File: src/rtl/mssb_uart_rx_pkg.sv
// Shared types and constants for the MSSB serial receive path.
package mssb_pkg;

  localparam int RX_COUNT_W = 20;
  localparam int BYTE_W     = 8;
  localparam int CNT_W      = 16;

  typedef enum logic [2:0] {
    ST_IDLE  = 3'd0,
    ST_START = 3'd1,
    ST_DATA  = 3'd2,
    ST_STOP  = 3'd3,
    ST_BREAK = 3'd4
  } rx_state_t;

  function automatic int clks_per_bit(input int freq, input int baud);
    return freq / baud;
  endfunction

endpackage

File: src/rtl/mssb_uart_rx_bit_timer.sv
// Sync chain, falling-edge detect and bit-centre timing for the MSSB receiver.
// MSSB_RX_MAJORITY_EN: decisions become a 2-of-3 vote around the centre, taken one count later.
module mssb_bit_timer
  import mssb_pkg::*;
#(
  parameter int CLKS_PER_BIT = 108,
  parameter int SYNC_STAGES  = 2
) (
  input  logic OPB_CLK,
  input  logic OPB_RST,
  input  logic MSSB_RX,
  input  logic half_sel,
  input  logic cnt_clr,
  input  logic cnt_adv,
  output logic rx_s,
  output logic start_edge,
  output logic sample_tick,
  output logic bit_val
);

  localparam logic [CNT_W-1:0] FULL_C = CNT_W'(CLKS_PER_BIT - 1);
  localparam logic [CNT_W-1:0] HALF_C = CNT_W'(CLKS_PER_BIT / 2 - 1);

  logic [SYNC_STAGES-1:0] sync_q;
  logic                   rx_d;
  logic [CNT_W-1:0]       bit_cnt;
  logic [CNT_W-1:0]       centre;

  always_ff @(posedge OPB_CLK or posedge OPB_RST) begin
    if (OPB_RST) begin
      sync_q <= '1;
      rx_d   <= 1'b1;
    end else begin
      sync_q <= {sync_q[SYNC_STAGES-2:0], MSSB_RX};
      rx_d   <= rx_s;
    end
  end

  assign rx_s       = sync_q[SYNC_STAGES-1];
  assign start_edge = rx_d & ~rx_s;
  assign centre     = half_sel ? HALF_C : FULL_C;

`ifdef MSSB_RX_MAJORITY_EN
  // Advancing one count late, so reload 1 to keep later centres on the bit grid.
  localparam logic [CNT_W-1:0] ADV_LOAD = CNT_W'(1);

  logic s_m1;
  logic s_c;

  always_ff @(posedge OPB_CLK or posedge OPB_RST) begin
    if (OPB_RST) begin
      s_m1 <= 1'b1;
      s_c  <= 1'b1;
    end else begin
      if (bit_cnt == centre - CNT_W'(1)) s_m1 <= rx_s;
      if (bit_cnt == centre)             s_c  <= rx_s;
    end
  end

  assign sample_tick = (bit_cnt == centre + CNT_W'(1));
  assign bit_val     = (s_m1 & s_c) | (s_m1 & rx_s) | (s_c & rx_s);
`else
  localparam logic [CNT_W-1:0] ADV_LOAD = '0;

  assign sample_tick = (bit_cnt == centre);
  assign bit_val     = rx_s;
`endif

  always_ff @(posedge OPB_CLK or posedge OPB_RST) begin
    if (OPB_RST)      bit_cnt <= '0;
    else if (cnt_clr) bit_cnt <= '0;
    else if (cnt_adv) bit_cnt <= ADV_LOAD;
    else              bit_cnt <= bit_cnt + CNT_W'(1);
  end

endmodule

File: src/rtl/mssb_uart_rx.sv
// MSSB 8N1 receive front end with strobe/acknowledge byte output and diagnostics.
// Optional MSSB_RX_MAJORITY_EN selects majority-vote sampling in mssb_bit_timer.
//
// state    | meaning
// IDLE     | line idle, waiting for a falling edge
// START    | timing to start-bit centre, rejecting glitches
// DATA     | sampling 8 data bits, LSB first
// STOP     | sampling the stop bit, then deliver or flag framing error
// BREAK    | line held low after a framing error, wait for it to return high
module mssb_uart_rx
  import mssb_pkg::*;
#(
  parameter int BAUD_RATE       = 921600,
  parameter int CLOCK_FREQUENCY = 100000000,
  parameter int SYNC_STAGES     = 2
) (
  input  logic                  OPB_CLK,
  input  logic                  OPB_RST,
  input  logic                  MSSB_RX,
  output logic [BYTE_W-1:0]     DATA_OUT,
  output logic                  DATA_OUT_STB,
  input  logic                  DATA_OUT_ACK,
  output logic                  FRAME_ERR,
  output logic                  OVERRUN,
  output logic [RX_COUNT_W-1:0] RX_COUNT,
  output logic                  RX_BUSY
);

  localparam int CLKS_PER_BIT = clks_per_bit(CLOCK_FREQUENCY, BAUD_RATE);

  rx_state_t         state_q;
  rx_state_t         state_d;
  logic              rx_s;
  logic              start_edge;
  logic              sample_tick;
  logic              bit_val;
  logic              half_sel;
  logic              cnt_clr;
  logic              cnt_adv;
  logic              shift_en;
  logic              deliver;
  logic              frame_err_set;
  logic [2:0]        bit_idx_q;
  logic [BYTE_W-1:0] shift_q;

  mssb_bit_timer #(
    .CLKS_PER_BIT (CLKS_PER_BIT),
    .SYNC_STAGES  (SYNC_STAGES)
  ) u_bit_timer (
    .OPB_CLK     (OPB_CLK),
    .OPB_RST     (OPB_RST),
    .MSSB_RX     (MSSB_RX),
    .half_sel    (half_sel),
    .cnt_clr     (cnt_clr),
    .cnt_adv     (cnt_adv),
    .rx_s        (rx_s),
    .start_edge  (start_edge),
    .sample_tick (sample_tick),
    .bit_val     (bit_val)
  );

  always_ff @(posedge OPB_CLK or posedge OPB_RST) begin
    if (OPB_RST) state_q <= ST_IDLE;
    else         state_q <= state_d;
  end

  always_comb begin
    state_d       = state_q;
    half_sel      = 1'b0;
    cnt_clr       = 1'b0;
    cnt_adv       = 1'b0;
    shift_en      = 1'b0;
    deliver       = 1'b0;
    frame_err_set = 1'b0;
    unique case (state_q)
      ST_IDLE: begin
        cnt_clr = 1'b1;
        if (start_edge) state_d = ST_START;
      end
      ST_START: begin
        half_sel = 1'b1;
        if (sample_tick) begin
          if (!bit_val) begin
            cnt_adv = 1'b1;
            state_d = ST_DATA;
          end else begin
            state_d = ST_IDLE;
          end
        end
      end
      ST_DATA: begin
        if (sample_tick) begin
          shift_en = 1'b1;
          cnt_adv  = 1'b1;
          if (bit_idx_q == 3'd7) state_d = ST_STOP;
        end
      end
      ST_STOP: begin
        if (sample_tick) begin
          cnt_adv = 1'b1;
          if (bit_val) begin
            deliver = 1'b1;
            state_d = ST_IDLE;
          end else begin
            frame_err_set = 1'b1;
            state_d       = ST_BREAK;
          end
        end
      end
      ST_BREAK: begin
        cnt_clr = 1'b1;
        if (rx_s) state_d = ST_IDLE;
      end
      default: state_d = ST_IDLE;
    endcase
  end

  always_ff @(posedge OPB_CLK or posedge OPB_RST) begin
    if (OPB_RST) begin
      bit_idx_q <= '0;
      shift_q   <= '0;
    end else begin
      if (state_q != ST_DATA) bit_idx_q <= '0;
      else if (shift_en)      bit_idx_q <= bit_idx_q + 3'd1;
      if (shift_en) shift_q <= {bit_val, shift_q[BYTE_W-1:1]};
    end
  end

  // An ACK on the delivery edge frees the slot, so the new byte loads without overrun.
  always_ff @(posedge OPB_CLK or posedge OPB_RST) begin
    if (OPB_RST) begin
      DATA_OUT     <= '0;
      DATA_OUT_STB <= 1'b0;
      RX_COUNT     <= '0;
      FRAME_ERR    <= 1'b0;
      OVERRUN      <= 1'b0;
    end else begin
      FRAME_ERR <= frame_err_set;
      OVERRUN   <= deliver & DATA_OUT_STB & ~DATA_OUT_ACK;
      if (deliver && (!DATA_OUT_STB || DATA_OUT_ACK)) begin
        DATA_OUT     <= shift_q;
        DATA_OUT_STB <= 1'b1;
        RX_COUNT     <= RX_COUNT + RX_COUNT_W'(1);
      end else if (DATA_OUT_STB && DATA_OUT_ACK) begin
        DATA_OUT_STB <= 1'b0;
      end
    end
  end

  assign RX_BUSY = (state_q != ST_IDLE);

endmodule

File: config.mk
export PLATFORM = sky130hd
export DESIGN_NAME = mssb_uart_rx
export DESIGN_NICKNAME = d
export VERILOG_FILES = /design/src/rtl/mssb_uart_rx_pkg.sv /design/src/rtl/mssb_uart_rx_bit_timer.sv /design/src/rtl/mssb_uart_rx.sv
export SDC_FILE = /design/constraint.sdc
export NUM_CORES = 1
export LEC_CHECK = 0
export CORE_ASPECT_RATIO = 1.2
export CORE_UTILIZATION = 39
export CTS_CLUSTER_SIZE = 40
export DETAILED_ROUTE_END_ITERATION = 7
export PLACE_DENSITY_LB_ADDON = 0.08
export SLEW_MARGIN = 20
export SYNTH_ARGS = -nofsm -noshare
export SYNTH_HDL_FRONTEND = slang
export SYNTH_SLANG_ARGS = --single-unit
export TNS_END_PERCENT = 1
File: constraint.sdc
create_clock -name OPB_CLK -period 2 [get_ports OPB_CLK]
set_input_delay 0.4 -clock OPB_CLK [delete_from_list [all_inputs] [get_ports OPB_CLK]]
set_output_delay 0.4 -clock OPB_CLK [all_outputs]
set_load 0.01 [all_outputs]
Word-level counts from Yosys, hierarchy flattened
Index checks and enable logic that the tools add are counted.
{"block": "classes", "n_addsub": 3, "n_mux": 27, "n_eq_ne": 13, "bitwise": 5, "reduce_logical": 11}
{"op": "16-bit 2-to-1 mux", "n": 2}
{"op": "3-bit 2-to-1 mux", "n": 9}
{"op": "20-bit by 1-bit adder with 20-bit output (second input constant)", "n": 1}
{"op": "16-bit by 1-bit adder with 16-bit output (second input constant)", "n": 1}
{"op": "16-bit equality test", "n": 1}
{"op": "3-bit one-hot mux with 5 select lines", "n": 1}
{"op": "1-bit 2-to-1 mux", "n": 12}
{"op": "2-bit != test (second input constant)", "n": 5}
{"op": "7-bit 2-to-1 mux", "n": 1}
{"op": "3-bit by 2-bit equality test with 1-bit output (second input constant)", "n": 2}
{"op": "3-bit equality test (second input constant)", "n": 2}
{"op": "6-bit AND reduction", "n": 1}
{"op": "2-bit nonzero test", "n": 2}
{"op": "2-bit OR reduction", "n": 2}
{"op": "3-bit by 1-bit adder with 3-bit output (second input constant)", "n": 1}
{"op": "1-bit AND", "n": 3}
{"op": "3-bit by 1-bit equality test with 1-bit output (second input constant)", "n": 1}
{"op": "3-bit zero test", "n": 1}
{"op": "3-bit by 2-bit != test with 1-bit output (second input constant)", "n": 1}
{"op": "3-bit nonzero test", "n": 1}
{"op": "1-bit logical AND", "n": 2}
{"op": "2-bit 2-to-1 mux", "n": 1}
{"op": "2-bit by 1-bit != test with 1-bit output (second input constant)", "n": 1}
{"op": "1-bit inverter", "n": 2}
{"op": "other kinds (3)", "n": 3}
{"block": "totals", "out_inout_bits": 32, "reg_bits": 64}

Depth between registers and ports, before layout
Gate-level depths: netlist (run 1).
{"block": "logic_depth", "word_depth": 8, "depth_mapped": 8}

Cells and area by module
Synthesis (run 1) repeated with hierarchy kept, for this count alone.
{"block": "unflattened", "cells_unflattened": 249, "area_unflattened_um2": 2939.1}
{"mod": "mssb_uart_rx", "instances": 1, "cells_per_inst": 153, "area_per_inst_um2": 1960.6}
{"mod": "mssb_bit_timer", "instances": 1, "cells_per_inst": 96, "area_per_inst_um2": 978.4}

Least setup slack after synthesis (run 1)
No wires, ideal clock.
{"block": "synth_timing", "path_type": "flip-flop to flip-flop", "startpoint": "register u_bit_timer.sync_q[1]", "endpoint": "register DATA_OUT[3]", "setup_slack_ns": -0.029, "setup_ns": 0.125, "required_time_ns": 1.875, "arrival_ns": 1.904, "n_path_buf": 3, "path_stages_with_launch": 7, "period_less_slack_ns": 2.029, "cell_sequence": "dfstp_2 > clkbuf_1 > and4b_1 > clkbuf_2 > nor3b_4 > buf_6 > mux2_2"}
{"block": "synth_between", "elab_chain_len": 4}
{"item": "start: declaration", "line_no": "mssb_uart_rx_bit_timer.sv:24", "source": "logic [SYNC_STAGES-1:0] sync_q;"}
{"item": "start signal: assignment", "line_no": "mssb_uart_rx_bit_timer.sv:34", "source": "sync_q <= {sync_q[SYNC_STAGES-2:0], MSSB_RX};"}
{"item": "1-bit 2-to-1 mux", "line_no": "mssb_uart_rx.sv:101", "source": "if (bit_val) begin"}
{"item": "1-bit 2-to-1 mux", "line_no": "mssb_uart_rx.sv:99", "source": "if (sample_tick) begin"}
{"item": "1-bit 2-to-1 mux", "line_no": "mssb_uart_rx.sv:75", "source": "unique case (state_q)"}
{"item": "1-bit logical AND", "line_no": "mssb_uart_rx.sv:140", "source": "if (deliver && (!DATA_OUT_STB || DATA_OUT_ACK)) begin"}
{"item": "end signal: assignment", "line_no": "mssb_uart_rx.sv:141", "source": "DATA_OUT <= shift_q;"}
{"item": "end: declaration", "line_no": "mssb_uart_rx.sv:20", "source": "output logic [BYTE_W-1:0] DATA_OUT,"}
No other way between the ends.
A chain may end at the register's enable or synchronous reset.

Worst setup path in the final report (run 1)
{"block": "layout_timing", "startpoint": "register state_q[1]", "endpoint": "output RX_BUSY"}
{"block": "layout_between", "elab_chain_len": 1}
{"item": "start: declaration", "line_no": "mssb_uart_rx.sv:31", "source": "rx_state_t state_q;"}
{"item": "start signal: assignment", "line_no": "mssb_uart_rx.sv:64", "source": "else state_q <= state_d;"}
{"item": "3-bit nonzero test", "line_no": "mssb_uart_rx.sv:150", "source": "assign RX_BUSY = (state_q != ST_IDLE);"}
{"item": "end: declaration", "line_no": "mssb_uart_rx.sv:26", "source": "output logic RX_BUSY"}
No other way between the ends.

==> results of run 1 <==
[repair_timing]
item / 4_1_cts / 5_1_grt
hold endpoints to repair: 0 / 0
resized for setup: 3 / 7
setup endpoints to repair: 13 / 38
setup buffers: 0 / 0
[flip-flops by register name (all words and copies together), names as in the netlist]
name,count
OVERRUN,1
u_bit_timer.rx_d,1
DATA_OUT_STB,1
u_bit_timer.bit_cnt,16
u_bit_timer.sync_q,2
RX_COUNT,20
state_q,3
shift_q,8
FRAME_ERR,1
bit_idx_q,3
DATA_OUT,8
[worst max-delay path: cells and delay by family (launching register included)]
family,cells,cell delay (ps)
buffers and inverters,2,460
flip-flops,1,390
AND/OR/NAND/NOR,1,340
[per-layer routing]
| metal | GRT usage | routed length, um | part of all wire | up-vias |
|---|---|---|---|---|
| met3 | 0.03099 | 176 | 0.030 | 14 |
| met4 | 0.1027 | 163 | 0.028 | 0 |
| met1 | 0.2001 | 2662 | 0.46 | 1029 |
| li1 | - | - | - | 994 |
| met2 | 0.2790 | 2825 | 0.48 | 35 |
| met5 | 0 | 0 | 0 | - |
[power groups by stage]
stage / sequential [uW] / clock (uW) / combinational (uW)
2_1_floorplan: 1480 / 0 / 348
3_3_place_gp: 1480 / 0 / 572
3_5_place_dp: 1480 / 0 / 584
4_1_cts: 1460 / 1140 / 583
5_1_grt: 1470 / 1190 / 636
6_report: 1460 / 1100 / 573
[layout make-up]
| type | instances | area [um^2] |
|---|---|---|
| clock inverters | 7 | 72.57 |
| inverters | 4 | 15.01 |
| clock buffers | 9 | 123.9 |
| fillers | 672 | 3402 |
| repair buffers | 64 | 629.4 |
| well taps | 90 | 112.6 |
| flip-flops and latches | 64 | 1605 |
| multi-input cells | 170 | 1271 |
[logic make-up (layout without fill, tap and decap cells)]
kind of cell / Yosys count / after routing / synth area share
AOI/OAI and AO/OA: 7 / 7 / 0.02204
xor gates and xnor gates: 34 / 34 / 0.1029
adders and majority gates: 4 / 4 / 0.01729
buffers and inverters: 14 / 84 / 0.02722
DFF: 64 / 64 / 0.5545
muxes: 19 / 19 / 0.07346
and+or+nand+nor: 106 / 106 / 0.2027
[through the flow]
stage	TNS, ps	total power [uW]
after floorplan	0	1827
after global placement	-984.1	2053
after detailed placement	-1315	2066
after CTS	-2.003	3180
after global routing	-33.47	3300
final	0	3131
[synthesized netlist by cell type (all sizes together) (2+ instances only)]
cell	number	area, um^2
xnor2	19	166.4
dfstp	3	78.83
nor2	28	107.6
xor2	15	131.4
nand2	14	52.55
dfrtp	61	1526
or3	3	18.77
mux2	18	202.7
ha	4	50.05
and4b	2	20.02
and4	4	35.03
inv	4	15.01
nand3	16	80.08
nand4	12	75.07
nand2b	2	12.51
buf	5	43.79
nor4	6	37.54
nor3	3	15.01
nor2b	2	12.51
clkbuf	5	20.01
nor3b	3	38.79
and3	6	37.54
a21oi	4	20.02
[worst max-delay path by stage]
stage                               end  slack, ps  cells past startpoint
2_1_floorplan   DATA_OUT[0]$_DFFE_PP0P_          7                      1
3_3_place_gp    DATA_OUT[2]$_DFFE_PP0P_        -80                      6
3_5_place_dp    DATA_OUT[2]$_DFFE_PP0P_       -100                      6
4_1_cts        RX_COUNT[13]$_DFFE_PP0P_         -2                      6
5_1_grt        RX_COUNT[14]$_DFFE_PP0P_        -10                      6
6_report                        RX_BUSY         70                      3
[cells in the final DEF (no fill, tap or decap), drive strengths merged, types with 2 or more instances in the layout]
cell           instances
xor2                  15
dfstp                  3
clkinv                 4
mux2                  18
clkinvlp               2
nand2b                 2
and3                   6
nor3                   3
ha                     4
dfrtp                 61
nor2                  28
nor2b                  2
a21oi                  4
nor4                   6
and4                   4
clkdlybuf4s50         34
buf                   29
nand2                 14
xnor2                 19
nor3b                  3
and4b                  2
inv                    4
nand3                 16
nand4                 12
clkbuf                 9
or3                    3
==> results.yml, run 1 <==
outcome:
  status: "completed"
finish:
  diodes: 0
  final_area_mm2: 0.003830
  area_growth_pct: 32.28
  nets: 321
  layout-drive-gt1-share: 0.2484
  stdcell_count: 408
  finalCoreUtilization: 0.5296
sta:
  setup_slack_ps: 73.11
  timing_hold_violations_final: 0
  setup_viol: 0
  slew_viol_final: 0
  relSlewSlack: 0.7540
  min_period_ps: 1927
  fin_crit_sh: 0.9634
  grt_setup_unrepaired: "yes"
  hold_slack_ps: 355.5
  finClkSkew_ps: 9.919
  fmax_mhz: 519.0
  tightest_slew_ps: 368.5
critical_path:
  critPathCaptureType: "primary output"
  reg2reg_depth: 6
  worst_r2r_endpoint: "RX_COUNT[14]$_DFFE_PP0P_"
  critPathSlowestCell: "dfrtp_1"
  cp_slowest_stage_delay_ps: 390
  cp_max_fo: 8
  path_cells: "buf_4 > or3_1 > dlygate4sd2_1"
  reg2reg_slack_ps: 90
  startpoint: "state_q[1]$_DFFE_PP0P_"
  critical_path_required_ps: 1600
  arrival_ps: 1530
  crit_type: "reg -> out"
  start_kind: "register"
  worst_r2r_startpoint: "u_bit_timer.bit_cnt[6]$_DFF_PP0_"
routing:
  drtAntennaViolNets: 0
  vias_per_cell: 5.078
  vias: 2072
  wl_per_cell_um: 14.28
  dr.pass1.iters: 4
  wl_um: 5827
  drc: 0
  drt_iter0_markers: 58
power:
  p_switching_uw: 880.4
  pwr-share-comb: 0.183
  p_int_uw: 2250
  p_clk_frac: 0.351
  netSwitchingFraction: 0.2812
  power_leakage_uw: 0.001794
  power_density_mw_per_mm2: 817.4
  peakVddDrop_uv: 501.1
  sequentialPowerShare: 0.466
place:
  gp_congestion: 0.8223
  dp_cells: 392
  hpwl_um: 4143
  port_buffers: 35
  pre_cts_ws_ps: -102.5
  placed_area_mm2: 0.003575
floorplanning:
  rows: 34
  dieArea_mm2: 0.007774
  start_util: 0.4003
  ios: 36
  coreArea_mm2: 0.007232
  die_y_um: 96.39
  die_width_um: 80.66
global_routing:
  grt_pass1_vias: 2077
  grt_antenna_before_repair: 0
  grt.total_usage: 0.1674
  grt_overflow: 0
  grt_first_pass_wirelength_um: 9618
  grt_max_degree: 25
yosys:
  synth.distinct_cells: 37
  netlist_instances: 248
  synth_seq_cells: 64
  syn_area_mm2: 0.002895
  ys_warn_count: 0
  ys_async_sr_fraction: 1.000
  ys_seq_area_frac: 0.5545
  syn_nets: 256
  ys.flop_type: "dfrtp_1"
  synth_edf_count: 0
  syn_avg_cell_area_um2: 11.67
clock_tree:
  clk-insertion-delay-late_ps: 340
  clk_pin_slew_ps: 80
  root_buffer: "clkbuf_8"
  clock_path_buffers: 2
  htreeDepth: 3
  clkSinkCount: 64
  cts_buffers: 9
  cts-hold-fix-buffers: 0
  cts_tree: "built"
job:
  maxCapViolations: 0
hold_path:
  hold_class: "in -> async"
Note: power is estimated with default switching activity, not from simulation.
==> run 2, diff against run 1 <==
CELL_PAD_IN_SITES_DETAIL_PLACEMENT = 1   (was default)
CELL_PAD_IN_SITES_GLOBAL_PLACEMENT = 1   (was default)
CTS_BUF_LIST = sky130_fd_sc_hd__clkbuf_8   (was default)
==> run 2 against run 1 <==
Core utilization up 0.21 points. Sequential share of layout area down 0.16 points. Setup slack worse by 2.4 ps. Non-clock buffer count down 1. Critical path type is now reg -> reg. Critical endpoint is now RX_COUNT[15]$_DFFE_PP0P_. Die area unchanged.
==> results.yml, run 2 (same netlist as run 1, synthesis figures left out) <==
outcome:
  status: "completed"
critical_path:
  critical_path_required_ps: 2260
  critPathCaptureType: "register"
  arrival_ps: 2190
  crit_type: "reg -> reg"
  cp_max_fo: 8
  start_kind: "register"
power:
  power_leakage_uw: 0.001796
  peakVddDrop_uv: 375.6
  finalPower_uw: 3256
  power_density_mw_per_mm2: 846.8
floorplanning:
  die_y_um: 96.39
  die_width_um: 80.66
  coreArea_mm2: 0.007232
  rows: 34
  dieArea_mm2: 0.007774
  start_util: 0.4003
  ios: 36
clock_tree:
  htreeDepth: 3
  clock_path_buffers: 2
  cts_tree: "built"
  cts_buffers: 9
  clk-insertion-delay-late_ps: 340
  clkSinkCount: 64
  cts_setup_buffers: 0
  root_buffer: "clkbuf_8"
  clk_pin_slew_ps: 70
  cts-hold-fix-buffers: 0
global_routing:
  grt_max_degree: 31
  grt.total_usage: 0.1823
  grt_first_pass_wirelength_um: 10540
  grt_antenna_before_repair: 0
  grt_overflow: 0
  grt_pass1_vias: 2199
sta:
  fin_crit_sh: 0.9647
  fmax_mhz: 518.3
  tightest_slew_ps: 390.4
  min_period_ps: 1929
  relSlewSlack: 0.7393
  timing_hold_violations_final: 0
  setup_slack_ps: 70.66
  tns_ps: 0
  grt_setup_unrepaired: "yes"
  setup_viol: 0
  finClkSkew_ps: 11.31
  slew_viol_final: 0
finish:
  multi_input_area_mm2: 0.001262
  nets: 320
  area_growth_pct: 32.80
  largest_reg_flops: 20
  layout-drive-gt1-share: 0.2366
  finalCoreUtilization: 0.5317
  layout_commonest_cell: "dfrtp_1"
  top_register: "RX_COUNT"
  diodes: 0
  fill_cells: 777
  mostFrequentLayoutCells: "dfrtp_1 (61), clkdlybuf4s50_1 (34), nor2_1 (27), buf_4 (22), xnor2_1 (19)"
  regArea_mm2: 0.001605
  top_regs: "RX_COUNT x20, u_bit_timer.bit_cnt x16"
job:
  maxCapViolations: 0
routing:
  wl_per_cell_um: 15.23
  wl_um: 6199
  vias_per_cell: 5.017
  vias: 2042
  drt_iter0_markers: 66
  drtAntennaViolNets: 0
  drc: 0
  dr.pass1.iters: 4
place:
  hpwl_um: 4374
  port_buffers: 35
  pre_cts_ws_ps: -88.96
  gp_congestion: 0.7703
hold_path:
  hold_class: "reg -> reg"
run 2: critical path, cell delays in order, from the launching register on:
cell	delay [ps]
dfrtp_1	430
and4bb_2	310
mux2i_1	120
or2_4	330
buf_12	150
nor4_1	340
xor2_1	170
run 2: power breakdown:
part           internal (uW)  switching (uW)  total, uW
registers               1380            77.6       1460
logic                    294             290        584
clock network            721             489       1210
total                   2400             857       3260
run 2: worst paths after layout:
kind	slack (ps)	endpoint	cells past startpoint	startpoint
max	70	RX_COUNT[15]$_DFFE_PP0P_	6	u_bit_timer.bit_cnt[6]$_DFF_PP0_
min	360	u_bit_timer.sync_q[1]$_DFF_PP1_	0	u_bit_timer.sync_q[0]$_DFF_PP1_
max reg2reg	70	RX_COUNT[15]$_DFFE_PP0P_	6	u_bit_timer.bit_cnt[6]$_DFF_PP0_
min reg2reg	360	u_bit_timer.sync_q[1]$_DFF_PP1_	0	u_bit_timer.sync_q[0]$_DFF_PP1_
max in group asynchronous	1110	u_bit_timer.rx_d$_DFF_PP1_	3	OPB_RST
min in group asynchronous	370	RX_COUNT[9]$_DFFE_PP0P_	2	OPB_RST
run 2: what timing repair did:
item,4_1_cts,5_1_grt
endpoints found under the setup margin,13,46
resized for setup,2,8
pin swaps,0,0
run 2: layer usage:
metal,up-vias,wire length [um],GRT usage
li1,985,-,-
met1,1023,2902,0.2304
met2,26,3035,0.2987
met3,8,172,0.04507
met4,0,89,0.07292
met5,-,0,0
run 2: metrics by stage:
step | area [um^2] | hold slack [ps] | instances
after CTS | 3799 | 358.6 | 407
final | 3845 | 358.0 | 407
after floorplan | 2897 | 345.2 | 248
after detailed placement | 3580 | 349.4 | 391
after global placement | 3580 | 345.7 | 391
after global routing | 3845 | 363.8 | 407
run 2: area by class of cell:
cell class / instances / area share
Clock inverter: 6 / 0.01985
Sequential cell: 64 / 0.4175
Tap cell: 90 / 0.02929
Inverter: 4 / 0.003905
Clock buffer: 10 / 0.03580
Timing Repair Buffer: 63 / 0.1653
Multi-Input combinational cell: 170 / 0.3283
==> run 3, diff against run 2 <==
SYNTH_HIERARCHICAL = 1   (was default)
==> run 3 against run 2 <==
The run now ends with setup timing left. Design area down 0.39%. Via count up 3.4%. Critical path depth up 2. Clock power down 13%. Clock skew down 6.8 ps. Cell count up 0.25%. First-iteration DRC count down 15%. Combinational power down 2%. Power down 5.1%. Sequential power about the same. Global-route usage up 0.072 points. Setup slack worse by 130 ps. Highest routed layer unchanged.
==> results.yml, run 3 <==
outcome:
  status: "finished with violations"
  violations: "setup timing"
finish:
  diodes: 0
  layout-drive-gt1-share: 0.2453
  final_area_mm2: 0.003830
  regArea_mm2: 0.001605
  mostFrequentLayoutCells: "dfrtp_1 (61), clkdlybuf4s50_1 (34), buf_4 (22), xnor2_1 (18), nand2_1 (16)"
  nets: 322
  top_regs: "RX_COUNT x20, u_bit_timer/bit_cnt x16"
  top_register: "RX_COUNT"
  multi_input_area_mm2: 0.001299
  finalCoreUtilization: 0.5265
  fill_cells: 772
  area_growth_pct: 30.31
  largest_reg_flops: 20
  layout_commonest_cell: "dfrtp_1"
clock_tree:
  clk-insertion-delay-late_ps: 320
  cts_buffers: 9
  clkSinkCount: 64
  htreeDepth: 3
  cts-hold-fix-buffers: 0
  clock_path_buffers: 2
  root_buffer: "clkbuf_8"
  cts_tree: "built"
  clk_pin_slew_ps: 70
power:
  finalPower_uw: 3090
  power_density_mw_per_mm2: 806.9
  peakVddDrop_uv: 498.2
  power_leakage_uw: 0.001650
yosys:
  synth_top_area_share: 0.5194
  yosysMostFrequentCell: "dfrtp_1"
  netlist_instances: 249
  ys_warn_count: 6
  syn_nets: 257
  ys_async_sr_fraction: 1.000
  ys_top_cells_by_count: "dfrtp_1 (61), xnor2_1 (18), mux2_2 (17)"
  synth_edf_count: 0
  synth.distinct_cells: 43
  synth.largest_area_cell: "dfrtp_1"
  syn_area_mm2: 0.002939
  synth_seq_cells: 64
  syn_avg_cell_area_um2: 11.80
  yosys-top-cells-area: "dfrtp_1 (52%), mux2_2 (6.5%), xnor2_1 (5.4%)"
  ys.flop_type: "dfrtp_1"
  ys_seq_area_frac: 0.5462
floorplanning:
  dieArea_mm2: 0.007888
  rows: 34
  die_width_um: 81.25
  ios: 36
  start_util: 0.4040
  coreArea_mm2: 0.007274
  die_y_um: 97.10
sta:
  tightest_slew_ps: 380.2
  min_period_ps: 2056
  grt_setup_unrepaired: "yes"
  slew_viol_final: 0
  setup_slack_ps: -55.77
  tns_ps: -461.3
  timing_hold_violations_final: 0
  fin_crit_sh: 1.028
  finClkSkew_ps: 4.481
  relSlewSlack: 0.7462
  fmax_mhz: 486.4
  setup_viol: 12
place:
  pre_cts_ws_ps: -93.22
  placed_area_mm2: 0.003582
  gp_congestion: 0.7058
  hpwl_um: 4542
  port_buffers: 35
hold_path:
  hold_class: "reg -> reg"
  hold_depth: 0
  hp-start: "u_bit_timer/sync_q[0]$_DFF_PP1_"
global_routing:
  grt_overflow: 0
  grt_pass1_vias: 2292
  grt.total_usage: 0.1830
  grt_first_pass_wirelength_um: 11040
  grt_max_degree: 23
  grt_antenna_before_repair: 0
critical_path:
  crit_type: "reg -> reg"
  arrival_ps: 2270
  worst_r2r_startpoint: "u_bit_timer/bit_cnt[12]$_DFF_PP0_"
  cp_max_fo: 12
  start_kind: "register"
  critPathCaptureType: "register"
  reg2reg_depth: 8
  path_depth: 8
  cp_slowest_stage_delay_ps: 400
  critPathSlowestCell: "dfrtp_1"
  cp_top_family: "simple AND/OR/NAND/NOR gates"
  critical_path_required_ps: 2210
  cp_num_buf_inv: 2
  path_cells: "nor4_2 > nand4_1 > a21oi_2 > buf_4 > nand3b_4 > nor3_4 > buf_12 > mux2_2"
  startpoint: "u_bit_timer/bit_cnt[12]$_DFF_PP0_"
routing:
  drt_iter0_markers: 56
  drtAntennaViolNets: 0
  dr.pass1.iters: 2
  wl_um: 6258
  drc: 0
  wl_per_cell_um: 15.34
  vias_per_cell: 5.176
  vias: 2112
job:
  maxCapViolations: 0
[run 3: cells by family (layout without fill, tap and decap cells)]
logic type      Yosys count  in the layout  share of synthesized area
fa+ha+maj                 4              4                    0.01703
buf+inv                  15             84                    0.02895
mux                      22             22                    0.08216
flops                    64             64                     0.5462
xor+xnor                 23             23                    0.06854
simple gates             99             99                     0.2133
compound gates           22             22                    0.04385
[run 3: where the power goes]
| part | switching [uW] | internal, uW |
|---|---|---|
| sequential | 78.2 | 1390 |
| combinational | 308 | 265 |
| clock | 461 | 592 |
[run 3: timing repair]
item | CTS | global route
setup endpoints to repair | 48 | 53
setup buffers | 1 | 0
pin swaps | 1 | 4
gates resized for setup | 7 | 5
[run 3: final cells by class]
class,instances,area share
Clock buffer,10,0.03594
Clock inverter,5,0.01274
Inverter,7,0.006861
Multi-Input combinational cell,170,0.3391
Sequential cell,64,0.4191
Tap cell,90,0.02940
Timing Repair Buffer,62,0.1568
[run 3: metal layers]
metal / share of wire / global-route usage / vias to the layer above
li1: - / - / 1023
met1: 0.45 / 0.2417 / 1059
met2: 0.51 / 0.2909 / 23
met3: 0.029 / 0.04977 / 7
met4: 0.0094 / 0.05220 / 0
met5: 0 / 0 / -
[run 3: worst paths after layout]
| kind | end | slack [ps] |
|---|---|---|
| max reg2reg | DATA_OUT[7]$_DFFE_PP0P_ | -60 |
| min | u_bit_timer/sync_q[1]$_DFF_PP1_ | 350 |
| max | DATA_OUT[7]$_DFFE_PP0P_ | -60 |
| min in group asynchronous | RX_COUNT[15]$_DFFE_PP0P_ | 430 |
| min reg2reg | u_bit_timer/sync_q[1]$_DFF_PP1_ | 350 |
| max in group asynchronous | OVERRUN$_DFF_PP0_ | 1110 |
[run 3: metrics by stage]
stage / hold WS, ps / cells
after floorplan: 345.2 / 249
after global placement: 347.7 / 392
after detailed placement: 350.4 / 392
after CTS: 353.5 / 408
after global routing: 357.4 / 408
final: 351.9 / 408
